[src/rtl/cpu_pkg.sv]
// Shared execute-pipeline definitions: forward-select codes, hazard FSM
// states and the scoreboard entry layout.
package cpu_pkg;

  localparam logic [1:0] FWD_RF  = 2'd0;
  localparam logic [1:0] FWD_MEM = 2'd1;
  localparam logic [1:0] FWD_WB  = 2'd2;

  // Register tags are stored zero-extended to this width; REG_W must not exceed it.
  localparam int unsigned SB_RD_W = 8;

  typedef enum logic {
    RUN    = 1'b0,
    SQUASH = 1'b1
  } hz_state_e;

  typedef struct packed {
    logic               valid;
    logic               wren;
    logic               is_load;
    logic [SB_RD_W-1:0] rd;
  } sb_entry_t;

  function automatic logic sb_hit(input sb_entry_t e, input logic [SB_RD_W-1:0] rs);
    return e.valid && e.wren && (e.rd != '0) && (e.rd == rs);
  endfunction

  function automatic logic [1:0] fwd_sel(input sb_entry_t ex, input sb_entry_t mem,
                                         input logic [SB_RD_W-1:0] rs);
    if (sb_hit(ex, rs) && !ex.is_load) return FWD_MEM;
    if (sb_hit(mem, rs))               return FWD_WB;
    return FWD_RF;
  endfunction

endpackage

[src/rtl/hazard_scoreboard.sv]
// Three-entry in-flight destination scoreboard (EX, MEM, WB) with the
// load-use and forwarding match logic against the decode sources.
module hazard_scoreboard
  import cpu_pkg::*;
#(
  parameter int unsigned REG_W = 5
) (
  input  logic             clk,
  input  logic             rst_n,
  input  logic             i_id_valid,
  input  logic [REG_W-1:0] i_rs1,
  input  logic [REG_W-1:0] i_rs2,
  input  logic             i_uses_rs1,
  input  logic             i_uses_rs2,
  input  logic [REG_W-1:0] i_rd,
  input  logic             i_wren,
  input  logic             i_is_load,
  input  logic             i_bubble,
  output logic             o_load_use,
  output logic [1:0]       o_fwd_a_nxt,
  output logic [1:0]       o_fwd_b_nxt
);

  sb_entry_t          r_ex, r_mem, r_wb;
  sb_entry_t          w_ex_new;
  logic [SB_RD_W-1:0] w_rs1, w_rs2;
  logic               w_ld_hit1, w_ld_hit2;

  assign w_rs1 = SB_RD_W'(i_rs1);
  assign w_rs2 = SB_RD_W'(i_rs2);

  // Invalid entries are stored as all-zero so no stale tag survives a bubble.
  always_comb begin
    w_ex_new = '0;
    if (i_id_valid && !i_bubble) begin
      w_ex_new.valid   = 1'b1;
      w_ex_new.wren    = i_wren;
      w_ex_new.is_load = i_is_load;
      w_ex_new.rd      = SB_RD_W'(i_rd);
    end
  end

  always_ff @(posedge clk or negedge rst_n) begin
    if (!rst_n) begin
      r_ex  <= '0;
      r_mem <= '0;
      r_wb  <= '0;
    end else begin
      r_ex  <= w_ex_new;
      r_mem <= r_ex;
      r_wb  <= r_mem;
    end
  end

  always_comb begin
    w_ld_hit1   = i_uses_rs1 && sb_hit(r_ex, w_rs1);
    w_ld_hit2   = i_uses_rs2 && sb_hit(r_ex, w_rs2);
    o_load_use  = i_id_valid && r_ex.is_load && (w_ld_hit1 || w_ld_hit2);
    o_fwd_a_nxt = fwd_sel(r_ex, r_mem, w_rs1);
    o_fwd_b_nxt = fwd_sel(r_ex, r_mem, w_rs2);
  end

  // The WB entry only retires the write; it must obey the zeroed-when-invalid rule.
  always_ff @(posedge clk) begin
    if (rst_n) assert (r_wb.valid || (r_wb == '0));
  end

endmodule

[src/rtl/ex_hazard_ctrl.sv]
// Execute-stage hazard controller: load-use stall, jump squash sequencing
// and registered ALU operand forwarding selects.
module ex_hazard_ctrl
  import cpu_pkg::*;
#(
  parameter int unsigned JUMP_PENALTY = 2,
  parameter int unsigned REG_W        = 5
) (
  input  logic             clk,
  input  logic             rst_n,
  input  logic             id_valid,
  input  logic [REG_W-1:0] id_rs1,
  input  logic [REG_W-1:0] id_rs2,
  input  logic             id_uses_rs1,
  input  logic             id_uses_rs2,
  input  logic [REG_W-1:0] id_write_reg,
  input  logic             id_reg_wrenable,
  input  logic             id_mem_to_reg,
  input  logic             ex_taken,
  output logic             pc_stall,
  output logic             ifid_flush,
  output logic             ex_bubble,
  output logic [1:0]       fwd_a,
  output logic [1:0]       fwd_b
);

  hz_state_e  r_state, w_state_nxt;
  logic [1:0] r_cnt, w_cnt_nxt;
  logic [1:0] r_fwd_a, r_fwd_b;
  logic [1:0] w_fwd_a_nxt, w_fwd_b_nxt;
  logic       w_load_use, w_squash;

  hazard_scoreboard #(.REG_W(REG_W)) u_sb (
    .clk        (clk),
    .rst_n      (rst_n),
    .i_id_valid (id_valid),
    .i_rs1      (id_rs1),
    .i_rs2      (id_rs2),
    .i_uses_rs1 (id_uses_rs1),
    .i_uses_rs2 (id_uses_rs2),
    .i_rd       (id_write_reg),
    .i_wren     (id_reg_wrenable),
    .i_is_load  (id_mem_to_reg),
    .i_bubble   (ex_bubble),
    .o_load_use (w_load_use),
    .o_fwd_a_nxt(w_fwd_a_nxt),
    .o_fwd_b_nxt(w_fwd_b_nxt)
  );

  always_ff @(posedge clk or negedge rst_n) begin
    if (!rst_n) begin
      r_state <= RUN;
      r_cnt   <= '0;
      r_fwd_a <= FWD_RF;
      r_fwd_b <= FWD_RF;
    end else begin
      r_state <= w_state_nxt;
      r_cnt   <= w_cnt_nxt;
      r_fwd_a <= ex_bubble ? FWD_RF : w_fwd_a_nxt;
      r_fwd_b <= ex_bubble ? FWD_RF : w_fwd_b_nxt;
    end
  end

  // The ex_taken cycle is the first squash cycle, so SQUASH itself lasts
  // JUMP_PENALTY-1 cycles and cnt reaches 0 on the edge that leaves it.
  always_comb begin
    w_state_nxt = r_state;
    w_cnt_nxt   = r_cnt;
    w_squash    = 1'b0;
    case (r_state)
      RUN: begin
        if (ex_taken) begin
          w_squash = 1'b1;
          if (JUMP_PENALTY > 1) begin
            w_state_nxt = SQUASH;
            w_cnt_nxt   = 2'(JUMP_PENALTY - 1);
          end
        end
      end
      SQUASH: begin
        w_squash = 1'b1;
        if (r_cnt <= 2'd1) begin
          w_state_nxt = RUN;
          w_cnt_nxt   = '0;
        end else begin
          w_cnt_nxt = r_cnt - 2'd1;
        end
      end
      default: begin
        w_state_nxt = RUN;
        w_cnt_nxt   = '0;
      end
    endcase
  end

  always_comb begin
    ifid_flush = w_squash;
    ex_bubble  = w_squash || w_load_use;
    pc_stall   = w_load_use && !w_squash;
  end

  assign fwd_a = r_fwd_a;
  assign fwd_b = r_fwd_b;

endmodule

[config.mk]
export PLATFORM = sky130hd
export DESIGN_NAME = ex_hazard_ctrl
export DESIGN_NICKNAME = d
export VERILOG_FILES = /design/src/rtl/cpu_pkg.sv /design/src/rtl/hazard_scoreboard.sv /design/src/rtl/ex_hazard_ctrl.sv
export SDC_FILE = /design/constraint.sdc
export NUM_CORES = 1
export LEC_CHECK = 0
export ABC_AREA = 1
export ABC_CLOCK_PERIOD_IN_PS = 1300
export BUFFER_PORTS_ARGS = -buffer_cell sky130_fd_sc_hd__buf_2
export CORE_MARGIN = 2
export CORE_UTILIZATION = 45
export CTS_CLUSTER_DIAMETER = 200
export CTS_CLUSTER_SIZE = 28
export DETAILED_ROUTE_END_ITERATION = 8
export GPL_TIMING_DRIVEN = 0
export HOLD_SLACK_MARGIN = 0.02
export PLACE_DENSITY_LB_ADDON = 0.08
export SYNTH_ARGS = -nofsm -noshare
export SYNTH_HDL_FRONTEND = slang
export SYNTH_SLANG_ARGS = --single-unit
[constraint.sdc]
create_clock -name clk -period 1.3 [get_ports clk]
set_input_delay 0.26 -clock clk [delete_from_list [all_inputs] [get_ports clk]]
set_output_delay 0.26 -clock clk [all_outputs]
set_load 0.05 [all_outputs]
Yosys cells after proc, flatten, opt, wreduce, memory -nomap -nowiden
Cells that the tools add are included.
- register bits: 28
- input bits: 23
- output and inout port bits: 7
- logic and storage cells: 66
- add/subtract/negate cells: 1
- magnitude comparators: 1
- equality and inequality tests: 5
- mux-type cells: 24
- bitwise operators: 1
- reduce and logical (&&, ||, !) cells: 23
- operator list (kind ; number):
    $eq A8 B5 Y1 ; 4
    $mux W2 ; 12
    $logic_and A1 B1 Y1 ; 16
    $reduce_bool A8 Y1 ; 2
    $mux W11 ; 1
    $mux W1 ; 8
    $pmux W1 S2 ; 2
    $pmux W2 S2 ; 1
    $logic_not A1 Y1 ; 3
    $le A2 B1 Y1 const B ; 1
    $logic_or A1 B1 Y1 ; 2
    $ne A2 B2 Y1 const B ; 1
    $sub A2 B1 Y2 const B ; 1
    $not A1 Y1 ; 1

Depth between registers and ports, before layout
Gate-level depths: netlist of the first run.
- word-level depth: 10
- gate-level depth with buffers: 10

By module
Synthesis of the first run repeated with hierarchy kept, for this count alone.
- cells, all modules: 127
- area total of the unflattened synthesis: 1087.3 um2
- by module, submodules not included (module ; instances ; cells an instance ; area each (um2)):
    hazard_scoreboard ; 1 ; 97 ; 814.5
    ex_hazard_ctrl ; 1 ; 30 ; 272.8

Worst setup path before layout of the first run
No wires, ideal clock.
- path kind: flip-flop to output port
- start point: reg r_state
- end point: out pc_stall
- arrival time: 1.840 ns
- setup slack: -0.800 ns
- stages on the path, launching flop included: 4
- buffers on the path: 0
- path through: dfrtp_1 -> nor2_1 -> inv_1 -> nor2_1
- word-level cells in the longest chain between the ends: 4
- ends and longest elaborated chain (what ; RTL line ; source):
    start: declaration ; ex_hazard_ctrl.sv:27 ; hz_state_e r_state, w_state_nxt;
    start signal: assignment ; ex_hazard_ctrl.sv:57 ; r_state <= w_state_nxt;
    $not A1 Y1 ; n/a ;
    $pmux W1 S2 * ; ex_hazard_ctrl.sv:70 ; case (r_state)
    via ifid_flush ; ex_hazard_ctrl.sv:21 ; output logic ifid_flush,
    $logic_not A1 Y1 * ; ex_hazard_ctrl.sv:99 ; pc_stall = w_load_use && !w_squash;
    $logic_and A1 B1 Y1 * ; ex_hazard_ctrl.sv:99 ;
    end: declaration ; ex_hazard_ctrl.sv:20 ; output logic pc_stall,
Mark *: on every way through the listed nets, which the timed path passes. The rest lies on a longest branch.

Final worst setup path of the first run
- start point: reg u_sb.r_ex[3] in the netlist's numbering
- end point: out ex_bubble
- word-level cells in the longest chain between the ends: 7
- elaborated cells on any way between the ends: 11
- those cells by class: eq/ne: 2; reduce/logical: 9
- ends and longest elaborated chain (what ; RTL line ; source):
    start: declaration ; hazard_scoreboard.sv:24 ; sb_entry_t r_ex, r_mem, r_wb;
    start signal: assignment ; hazard_scoreboard.sv:49 ; r_ex <= w_ex_new;
    $reduce_bool A8 Y1 ; cpu_pkg.sv:25 ; return e.valid && e.wren && (e.rd != '0) && (e.rd == rs);
    $logic_and A1 B1 Y1 (2 in a row) ; cpu_pkg.sv:25 ;
    $logic_and A1 B1 Y1, on equally long branches ; hazard_scoreboard.sv:56, hazard_scoreboard.sv:57 ;
    $logic_or A1 B1 Y1 * ; hazard_scoreboard.sv:58 ; o_load_use = i_id_valid && r_ex.is_load && (w_ld_hit1 || w_ld_hit2);
    $logic_and A1 B1 Y1 * ; hazard_scoreboard.sv:58 ;
    $logic_or A1 B1 Y1 * ; ex_hazard_ctrl.sv:98 ; ex_bubble = w_squash || w_load_use;
    end: declaration ; ex_hazard_ctrl.sv:22 ; output logic ex_bubble,
Every way passes the cells marked *; elsewhere a longest branch is shown, timed or not.

==> impl_results.md, run 1 <==
* Root buf cell: clkbuf_4
* Routed Antenna Nets at 0
* WHS at between 0.1 and 0.15 ns
* CTS Sinks at 22
* Pint at 1220 uW
* Power, Total at ~1800 uW
* Peak supply drop at 0.805 mV
* Hold EP: u_sb.r_ex[1]
* Vias per std cell at roughly 4.6
* Fin util at about 67%
* F_max at 0.518 GHz
* DIE AREA at between 2000 and 3000 um^2
* Antenna Cells at 0
* Crit Path Class: reg -> out
* Fraction of layout cells with a size suffix above 1 at between 40 and 50%
* Fin. max-slew vios at 0
* Synth area leader: dfrtp_1
* CP Launch Type: flip-flop
* Vias at approximately 880
* # IOs at 30
* Setup ws final at -0.629 ns
* Tightest Pin Transition at approximately 0.48 ns
* Post-Route WL at between 2000 and 2500 um
* Synthesis Warnings at 0
* Clock Power Share at 21.2%
* Compound-Gate Fraction of Synth Area at between 1.5 and 2%
* Initial Util at 47.5%
* Setup slack, reg-to-reg at -0.23 ns
* RR Endpoint: u_sb.r_ex[1]
* Synthesized flop and latch total at 22
* Clock buffer count from CTS at 3
* Post-synthesis async set-or-reset flop share at 100%
* CTS tree: done
* Reg power frac at a little under half
* Syn avg cell area at between 8 and 9 um^2
* Period minus WS final at 1.93 ns
* EDFF count, synth at 0
* Yosys top cell area share at a little over half
* Final setup violating endpoints at 15
* Worst path arrival time at 1.67 ns
* Residual DRC at 0
* Setup TNS at -3.60 ns
* Main flop type after synthesis: dfrtp_1
* CTS Buffer Depth at 2
* LEAKAGE at slightly below 0.0008 uW
* Area growth from synthesis to layout at 40.4%
* WL/cell at around 11 um
* Failing checks: negative setup slack
* Reg2reg start: u_sb.r_ex[3]
* Design area at between 1000 and 1500 um^2
* Cell with the most instances after synthesis: dfrtp_1
* Gr ovfl total at 0
* Number of global-route vias before repair at 872
* Slew HR at ~68%
* Area post-placement at ~1200 um^2
* RSZ-0062 raised after global routing: yes
* Top cells by count, synth: 22 x dfrtp_1, 21 x inv_1, 20 x nor2_1
* Final Hold Violating Endpoints at 0
* Critical path launch point: u_sb.r_ex[3]
* Worst skew pair latency at 0.31 ns
* Adder-Cell Fraction of Synth Area at 0%
* Hold Path Class: in -> reg
* Hpwl dp at approximately 1500 um
* Synthesized Nets at approximately 140
* Die Width at between 50 and 60 um
* Synth Cell Area at 1050 um^2
* Layout Nets at around 190
* First-pass GRT wire length at about 3600 um
* Die Ht at about 52 um
* First-pass iteration count of the detailed router at 3
* Sw power at slightly above 600 uW
* Logic pwr share at 33.6%
* Initial DRC Count at 7
* Setup crit end kind: primary output
* P per Cell Area at 1240 nW/um^2
* Setup Skew at roughly 0.0066 ns
* Sw frac at between 30% and 40%
* WP data required at about 1.0 ns
* Largest family of logic cells by synthesized area: simple AND/OR/NAND/NOR gates
* H-Tree Depth at 1
* Hold depth at 3
* R2R cell count at 11
* Initial antenna violation count at 0
* Synth Area in Simple Gates at 24.8%
* Crit share post-route at 148%
* Min-delay src: id_write_reg[1]
* Top cells by area, synth: dfrtp_1 52%, xor2_1 8.3%, inv_1 7.5%
* Port Buf Inserts at 29
* # rows at 17
* Synth cell types at 14
* GRT Overall Usage at 18.4%
* Final GP Congestion at about 0.78
* CTS clock-pin slew for the worst setup and hold paths at roughly 0.12 ns
* Post-synthesis sequential area ratio at 52.4%
* Max Cap Violations at 0
* Post-synthesis xor/xnor area fraction at a little over an eighth
* Mux cell area share after synthesis at 0%
* Outcome: finished with violations
* Floorplan core area at 2210 um^2
* Largest net degree at the start of global routing at 23
* Synthesized instance count at roughly 120
* CP max FO at 5
through the flow:
step / cells / setup slack (ns)
4_1_cts: 186 / -0.665
3_5_place_dp: 176 / -0.451
6_report: 190 / -0.629
2_1_floorplan: 119 / -0.208
5_1_grt: 190 / -0.728
3_3_place_gp: 176 / -0.405
power groups by stage:
| stage | sequential, uW | combinational [uW] | clock, uW |
|---|---|---|---|
| floorplan | 825 | 267 | 0 |
| global placement | 837 | 365 | 0 |
| detailed placement | 842 | 377 | 0 |
| CTS | 826 | 500 | 393 |
| global route | 840 | 682 | 417 |
| finish | 829 | 615 | 387 |
worst max-delay path by stage:
stage | to | slack (ns) | depth (start not counted)
4_1_cts | pc_stall | -0.67 | 10
5_1_grt | pc_stall | -0.73 | 10
3_3_place_gp | ex_bubble | -0.40 | 10
6_report | ex_bubble | -0.63 | 10
2_1_floorplan | pc_stall | -0.21 | 7
3_5_place_dp | ex_bubble | -0.45 | 10
cells by family (layout without fill, tap and decap cells):
logic type                after synthesis  in the layout
buffers and inverters                  21             64
DFF                                    22             22
AOI/OAI and AO/OA                       4              4
xor gates and xnor gates               16             16
and+or+nand+nor                        56             56
worst max-delay path: stages, from the launching register on:
cell     delay, ns
dfrtp_1       0.46
inv_2         0.09
nand2_1       0.05
nand2_1       0.07
nand3_2       0.10
nor2_4        0.13
nand3_2       0.07
nand2_2       0.08
nand2_4       0.07
nand2_4       0.10
buf_8         0.15
layer usage:
metal,vias to the layer above,global-route usage [%],part of all wire [%]
met1,407,21.6,43
met5,-,0,0
met2,22,32.5,52
met4,0,7.69,0.60
met3,2,3.71,4.8
li1,445,-,-
cell usage in the layout (no fill, tap or decap), drive strengths merged:
cell	instances
nand2	21
xnor2	6
o21ai	2
buf	38
a21oi	2
xor2	10
inv	21
nor3	4
dfrtp	22
clkbuf	4
nand3	10
nor2	20
dlygate4sd3	1
nand4	1
timing repair:
action / in CTS / in global routing
endpoints found under the hold margin: 22 / 0
pin swaps: 2 / 7
buffers inserted: 5 / 5
endpoints found under the setup margin: 15 / 15
hold buffers: 1 / 0
cloned: 0 / 0
gates resized for setup: 16 / 23
registers in the layout, summed over array words and instances (netlist names):
name,flops
fwd_a,2
fwd_b,2
r_cnt,2
r_state,1
u_sb.r_ex,8
u_sb.r_mem,7
area by class of cell:
type / instances / area [um^2]
Inverter: 21 / 81.3
Clock buffer: 4 / 36.3
Multi-Input combinational cell: 76 / 500
Tap cell: 28 / 35.0
Fill cell: 203 / 738
Sequential cell: 22 / 553
Timing Repair Buffer: 39 / 268
Power figures use the tool's default switching activity.
==> run 2, diff against run 1 <==
CORE_UTILIZATION = 47   (was 45)
CTS_BUF_LIST = sky130_fd_sc_hd__clkbuf_8   (was default)
TNS_END_PERCENT = 100   (was default)
==> run 2 against run 1 <==
Against the previous run: the flow still finishes with violations (negative setup slack); worst setup slack improved by 0.0019 ns; wire length fell by 5.6%; final area up 1.4%.
==> impl_results.md, run 2 (synthesized netlist as in run 1, its figures left out) <==
* Outcome: finished with violations
* Failing checks: negative setup slack
* Area growth from synthesis to layout at 42.3%
* Met3 WL post-DR at 113 um (+8.7%)
* Crit share post-route at 148% (about the same)
* Setup ws final at -0.627 ns (+0.00186 ns)
* Top routing layer in use: met4
* Number of global-route vias before repair at 787 (-9.7%)
* Hold Path Class: in -> reg
* Period minus WS final at 1.93 ns (-0.00186 ns)
* Port Buf Inserts at 29 (unchanged)
* Worst path arrival time at 1.67 ns (about the same)
* WL met2 at 1050 um (-7.3%)
* Routed Antenna Nets at 0 (unchanged)
* R2R cell count at 13 (+2)
* Initial antenna violation count at 0 (unchanged)
* Vias per std cell at 4.56 (-1.1%)
* Hold depth at 3 (unchanged)
* Setup Skew at 0.00183 ns (-0.00477 ns)
* Initial Util at 48.4% (+0.93 points)
* GRT Overall Usage at 17.7% (-0.70 points)
* F_max at 0.519 GHz (about the same)
* Setup slack, reg-to-reg at -0.36 ns (-0.13 ns)
* CTS Buffer Depth at 2 (unchanged)
* CP max FO at 5 (unchanged)
* WL/cell at 10.8 um (-6.1%)
* Commonest non-fill, non-tap cell in the layout: buf_2
* Final GP Congestion at 0.820 (+5.2%)
* Die Ht at 51.3 um (-2.0%)
* Final Hold Violating Endpoints at 0 (unchanged)
* Crit Path Class: reg -> out
* LEAKAGE at 0.000804 uW (+2.1%)
* Worst skew pair latency at 0.26 ns (-0.05 ns)
* Tightest Pin Transition at 0.474 ns (-0.00727 ns)
* P per Cell Area at 1260 nW/um^2 (+1.8%)
* DIE AREA at 2630 um^2 (-3.9%)
* CTS clock-pin slew for the worst setup and hold paths at 0.07 ns (-0.05 ns)
* Peak supply drop at 0.768 mV (-4.6%)
* Critical path's top delay family: simple AND/OR/NAND/NOR gates
* First-pass GRT wire length at 3360 um (-7.4%)
* Register with the most flip-flops: u_sb.r_ex
* CTS Sinks at 22 (unchanged)
* # IOs at 30 (unchanged)
* Reg area at 554 um^2 (+0.23%)
* Slowest CP cell: dfrtp_1
* Crit path cell chain: buf_4 -> nand2_1 -> nand2_1 -> nand3_2 -> nor2_4 -> nand3_2 -> nand2_2 -> nand2_4 -> nor2_4 -> buf_6
* RR Endpoint: fwd_a[0]
* Number of gates on the worst path with buffers counted at 10 (unchanged)
* Largest stage delay on the critical path at 0.43 ns (-0.03 ns)
* # rows at 17 (unchanged)
* Slew HR at 68.4% (+0.48 points)
* Residual DRC at 0 (unchanged)
* First-pass iteration count of the detailed router at 4 (+1)
* WP data required at 1.04 ns (about the same)
* WP buf/inv at 2 (unchanged)
* WL met1 at 850 um (-8.5%)
* Layout Nets at 187 (+0.54%)
* Setup TNS at -4.92 ns (-1.32 ns)
* Largest register FFs at 8 (unchanged)
* Largest net degree at the start of global routing at 23 (unchanged)
* Min-delay src: id_write_reg[0]
* Fin. max-slew vios at 0 (unchanged)
* Reg2reg start: u_sb.r_ex[1]
* Fraction of layout cells with a size suffix above 1 at 41.7% (-1.5 points)
* Clock buffer count from CTS at 3 (unchanged)
* Hold EP: u_sb.r_ex[0]
* Multi-input gate area at 500 um^2 (unchanged)
* Floorplan core area at 2170 um^2 (-1.9%)
* Root buf cell: clkbuf_8
* Max Cap Violations at 0 (unchanged)
* Most frequent cells in the layout: 26 x buf_2, 19 x inv_1, 19 x dfrtp_1, 17 x nand2_1
* Post-Route WL at 2060 um (-5.6%)
* Initial DRC Count at 8 (+1)
* Top flop regs: u_sb.r_ex x8, u_sb.r_mem x7
* Gr ovfl total at 0 (unchanged)
* CP Launch Type: flip-flop
* Antenna Cells at 0 (unchanged)
* Fillers at 195 (-3.9%)
* RSZ-0062 raised after global routing: yes
* H-Tree Depth at 1 (unchanged)
* Hpwl dp at 1420 um (-8.6%)
* Setup crit end kind: primary output
* Fin util at 68.9% (+2.2 points)
* Vias at 871 (-0.57%)
* Final setup violating endpoints at 15 (unchanged)
* CTS tree: done
* Die Width at 51.3 um (-2.0%)
[run 2: worst min-delay path: stages]
cell and delay [ns]:
buf_2 0.09, inv_1 0.04, nor2_1 0.03
[run 2: worst max path at each step]
stage                      endpoint  slack [ns]          from
after global routing       pc_stall       -0.70  u_sb.r_ex[1]
after global placement    ex_bubble       -0.40  u_sb.r_ex[1]
after detailed placement  ex_bubble       -0.41  u_sb.r_ex[0]
after CTS                  pc_stall       -0.55  u_sb.r_ex[0]
final                      pc_stall       -0.63  u_sb.r_ex[1]
after floorplan            pc_stall       -0.21  u_sb.r_ex[0]
[run 2: cell type report]
class,instances,area share [%]
Tap cell,28,2.35
Sequential cell,22,37.1
Inverter,21,5.44
Multi-Input combinational cell,76,33.5
Timing Repair Buffer,40,17.9
Clock buffer,4,3.69
[run 2: routing by layer]
metal,GRT usage [%],vias to the layer above
li1,-,445
met1,22.0,397
met2,28.6,24
met3,3.51,5
met4,10.5,0
met5,0,-
[run 2: timing repair]
action                                  CTS  global route
hold endpoints to repair                 22             0
gates resized for setup                  11            23
endpoints found under the setup margin   15            15
hold buffers                              1             0
pin swaps                                 2             7
setup buffers                             4             6
[run 2: power by group]
part	switching, uW	total [uW]	internal (uW)	leakage, uW
sequential	75.7	840	764	0.000294
combinational	293	567	275	0.000481
clock	211	481	270	0.0000288
total	580	1890	1310	0.000804
[run 2: stage by stage]
step / setup WS [ns] / power, uW / cells / hold WS (ns) / area (um^2)
finish: -0.627 / 1890 / 191 / 0.193 / 1490
detailed placement: -0.414 / 1210 / 176 / 0.246 / 1240
floorplan: -0.208 / 1090 / 119 / -0.0356 / 1060
CTS: -0.548 / 1780 / 185 / 0.191 / 1370
global route: -0.704 / 2010 / 191 / 0.191 / 1490
global placement: -0.401 / 1200 / 176 / 0.238 / 1240
==> run 3, diff against run 2 <==
ABC_CLOCK_PERIOD_IN_PS = 2100   (was 1300)
CORE_UTILIZATION = 53   (was 47)
clock period = 2.1 ns   (was 1.3 ns; I/O delays follow)
==> run 3 against run 2 <==
Against the previous run: the run now ends clean; worst hold slack got worse by 0.091 ns; wire length decreased by 3.3%; critical path depth decreased by 1; sequential power decreased by 39%; register-to-register slack improved by 0.97 ns; sequential share of layout area increased by 2.6 points; final cell count decreased by 5.2%; flip-flop and latch count unchanged; die area decreased by 10%; final area decreased by 6.6%; critical path type unchanged; largest cell class unchanged; largest power group unchanged.
==> impl_results.md, run 3 (synthesized netlist as in run 1, its figures left out) <==
* Setup slack, reg-to-reg at 0.61 ns (+0.97 ns)
* Worst skew pair latency at 0.26 ns (about the same)
* Fin util at 72.6% (+3.7 points)
* Final setup violating endpoints at 0 (-15)
* Worst path arrival time at 1.62 ns (-0.05 ns)
* WP data required at 1.68 ns (+0.64 ns)
* P per Cell Area at 838 nW/um^2 (-34%)
* RSZ-0062 raised after global routing: yes
* CTS tree: done
* Tightest Pin Transition at 0.464 ns (-0.00949 ns)
* Layout Nets at 178 (-4.8%)
* Port Buf Inserts at 29 (unchanged)
* Root buf cell: clkbuf_8
* CTS Buffer Depth at 2 (unchanged)
* Most frequent cells in the layout: 27 x buf_2, 19 x inv_1, 19 x dfrtp_1, 17 x nor2_1, 17 x nand2_1
* Commonest non-fill, non-tap cell in the layout: buf_2
* Vias per std cell at 4.69 (+2.9%)
* # rows at 16 (-1)
* Initial Util at 54.6% (+6.2 points)
* Crit path cell chain: nor2_1 -> nand3_1 -> nand2_2 -> nor2_4 -> nand3_2 -> nand2_2 -> nand2_4 -> nand2_4 -> buf_8
* CP Launch Type: flip-flop
* Residual DRC at 0 (unchanged)
* Critical path's top delay family: simple AND/OR/NAND/NOR gates
* Slowest CP cell: dfrtp_2
* Setup crit end kind: primary output
* Met3 WL post-DR at 80 um (-29%)
* Hold buffer count at cts at 0 (-1)
* Initial DRC Count at 8 (unchanged)
* Hpwl dp at 1400 um (-0.88%)
* First-pass iteration count of the detailed router at 4 (unchanged)
* Outcome: finished, final reports clean
* Antenna Cells at 0 (unchanged)
* Area growth from synthesis to layout at 32.9%
* DIE AREA at 2350 um^2 (-10%)
* WP buf/inv at 1 (-1)
* CTS Sinks at 22 (unchanged)
* Final Hold Violating Endpoints at 0 (unchanged)
* WL/cell at 11.0 um (+2.0%)
* Max Cap Violations at 0 (unchanged)
* Floorplan core area at 1920 um^2 (-11%)
* CP max FO at 4 (-1)
* WL met2 at 1060 um (+0.95%)
* Initial antenna violation count at 0 (unchanged)
* Largest register FFs at 8 (unchanged)
* Fin. max-slew vios at 0 (unchanged)
* Hold Path Class: in -> async
* Design area at 1400 um^2 (-6.6%)
* Period minus WS final at between 2 and 2.5 ns
* R2R cell count at 10 (-3)
* Routed Antenna Nets at 0 (unchanged)
* Crit share post-route at 97.1%
* F_max at 0.490 GHz
* Gr ovfl total at 0 (unchanged)
* Clock buffer count from CTS at 3 (unchanged)
* # IOs at 30 (unchanged)
* GRT Overall Usage at 18.0% (+0.24 points)
* Reg2reg start: u_sb.r_ex[0]
* Die Width at 48.5 um (-5.4%)
* Final GP Congestion at 0.866 (+5.5%)
* Largest stage delay on the critical path at 0.46 ns (+0.03 ns)
* Number of global-route vias before repair at 847 (+7.6%)
* H-Tree Depth at 1 (unchanged)
* Register with the most flip-flops: u_sb.r_ex
* Vias at 849 (-2.5%)
* Die Ht at 48.5 um (-5.4%)
* Largest net degree at the start of global routing at 23 (unchanged)
* Crit Path Class: reg -> out
* First-pass GRT wire length at 3360 um (unchanged)
* WL met1 at 843 um (-0.82%)
* Peak supply drop at 0.603 mV (-22%)
* RR Endpoint: fwd_a[1]
* Top flop regs: u_sb.r_ex x8, u_sb.r_mem x7
* Setup Skew at 0.00245 ns (+0.000625 ns)
* Top routing layer in use: met4
* Post-Route WL at 1990 um (-3.3%)
* Area post-placement at 1230 um^2 (-0.71%)
* LEAKAGE at 0.000763 uW (-5.0%)
* CTS clock-pin slew for the worst setup and hold paths at 0.08 ns (about the same)
* Slew HR at 69.1% (+0.63 points)
* Fraction of layout cells with a size suffix above 1 at 35.1% (-6.7 points)
[run 3: worst max-delay path by stage]
stage / end / cells past startpoint / start
global route: pc_stall / 10 / u_sb.r_ex[3]
global placement: ex_bubble / 11 / id_rs2[3]
CTS: pc_stall / 8 / u_sb.r_ex[0]
finish: ex_bubble / 9 / u_sb.r_ex[0]
floorplan: pc_stall / 3 / ex_taken
detailed placement: ex_bubble / 9 / id_rs2[0]
[run 3: what timing repair did]
item / 4_1_cts / 5_1_grt
pin swaps: 0 / 9
hold endpoints to repair: 0 / 0
gates resized for setup: 4 / 18
endpoints found under the setup margin: 2 / 2
buffers inserted: 0 / 2
[run 3: metrics by stage]
| step | cells | worst slack, ns | total power, uW | TNS (ns) | hold slack, ns |
|---|---|---|---|---|---|
| after floorplan | 119 | 0.0378 | 670 | 0 | 0.124 |
| after global placement | 175 | 0.164 | 734 | 0 | 0.356 |
| after detailed placement | 175 | 0.136 | 743 | 0 | 0.366 |
| after CTS | 179 | 0.0128 | 1140 | 0 | 0.121 |
| after global routing | 181 | -0.0719 | 1230 | -0.119 | 0.135 |
| final | 181 | 0.0601 | 1170 | 0 | 0.103 |
[run 3: cell type report]
class / instances / area (um^2)
Fill cell: 161 / 527
Tap cell: 27 / 33.8
Multi-Input combinational cell: 76 / 480
Clock buffer: 3 / 41.3
Sequential cell: 22 / 554
Timing Repair Buffer: 31 / 176
Inverter: 21 / 78.8
Clock inverter: 1 / 30.0
[run 3: per-layer routing]
metal / global-route usage [%] / vias to the layer above
met1: 20.9 / 393
met4: 8.57 / 0
met3: 4.32 / 2
li1: - / 432
met2: 31.3 / 22
met5: 0 / -
[run 3: where the power goes]
| group | switching, uW | total [uW] | leakage (uW) | internal [uW] |
|---|---|---|---|---|
| sequential | 41.3 | 512 | 0.000293 | 471 |
| combinational | 163 | 271 | 0.000434 | 109 |
| clock | 131 | 385 | 0.0000357 | 254 |
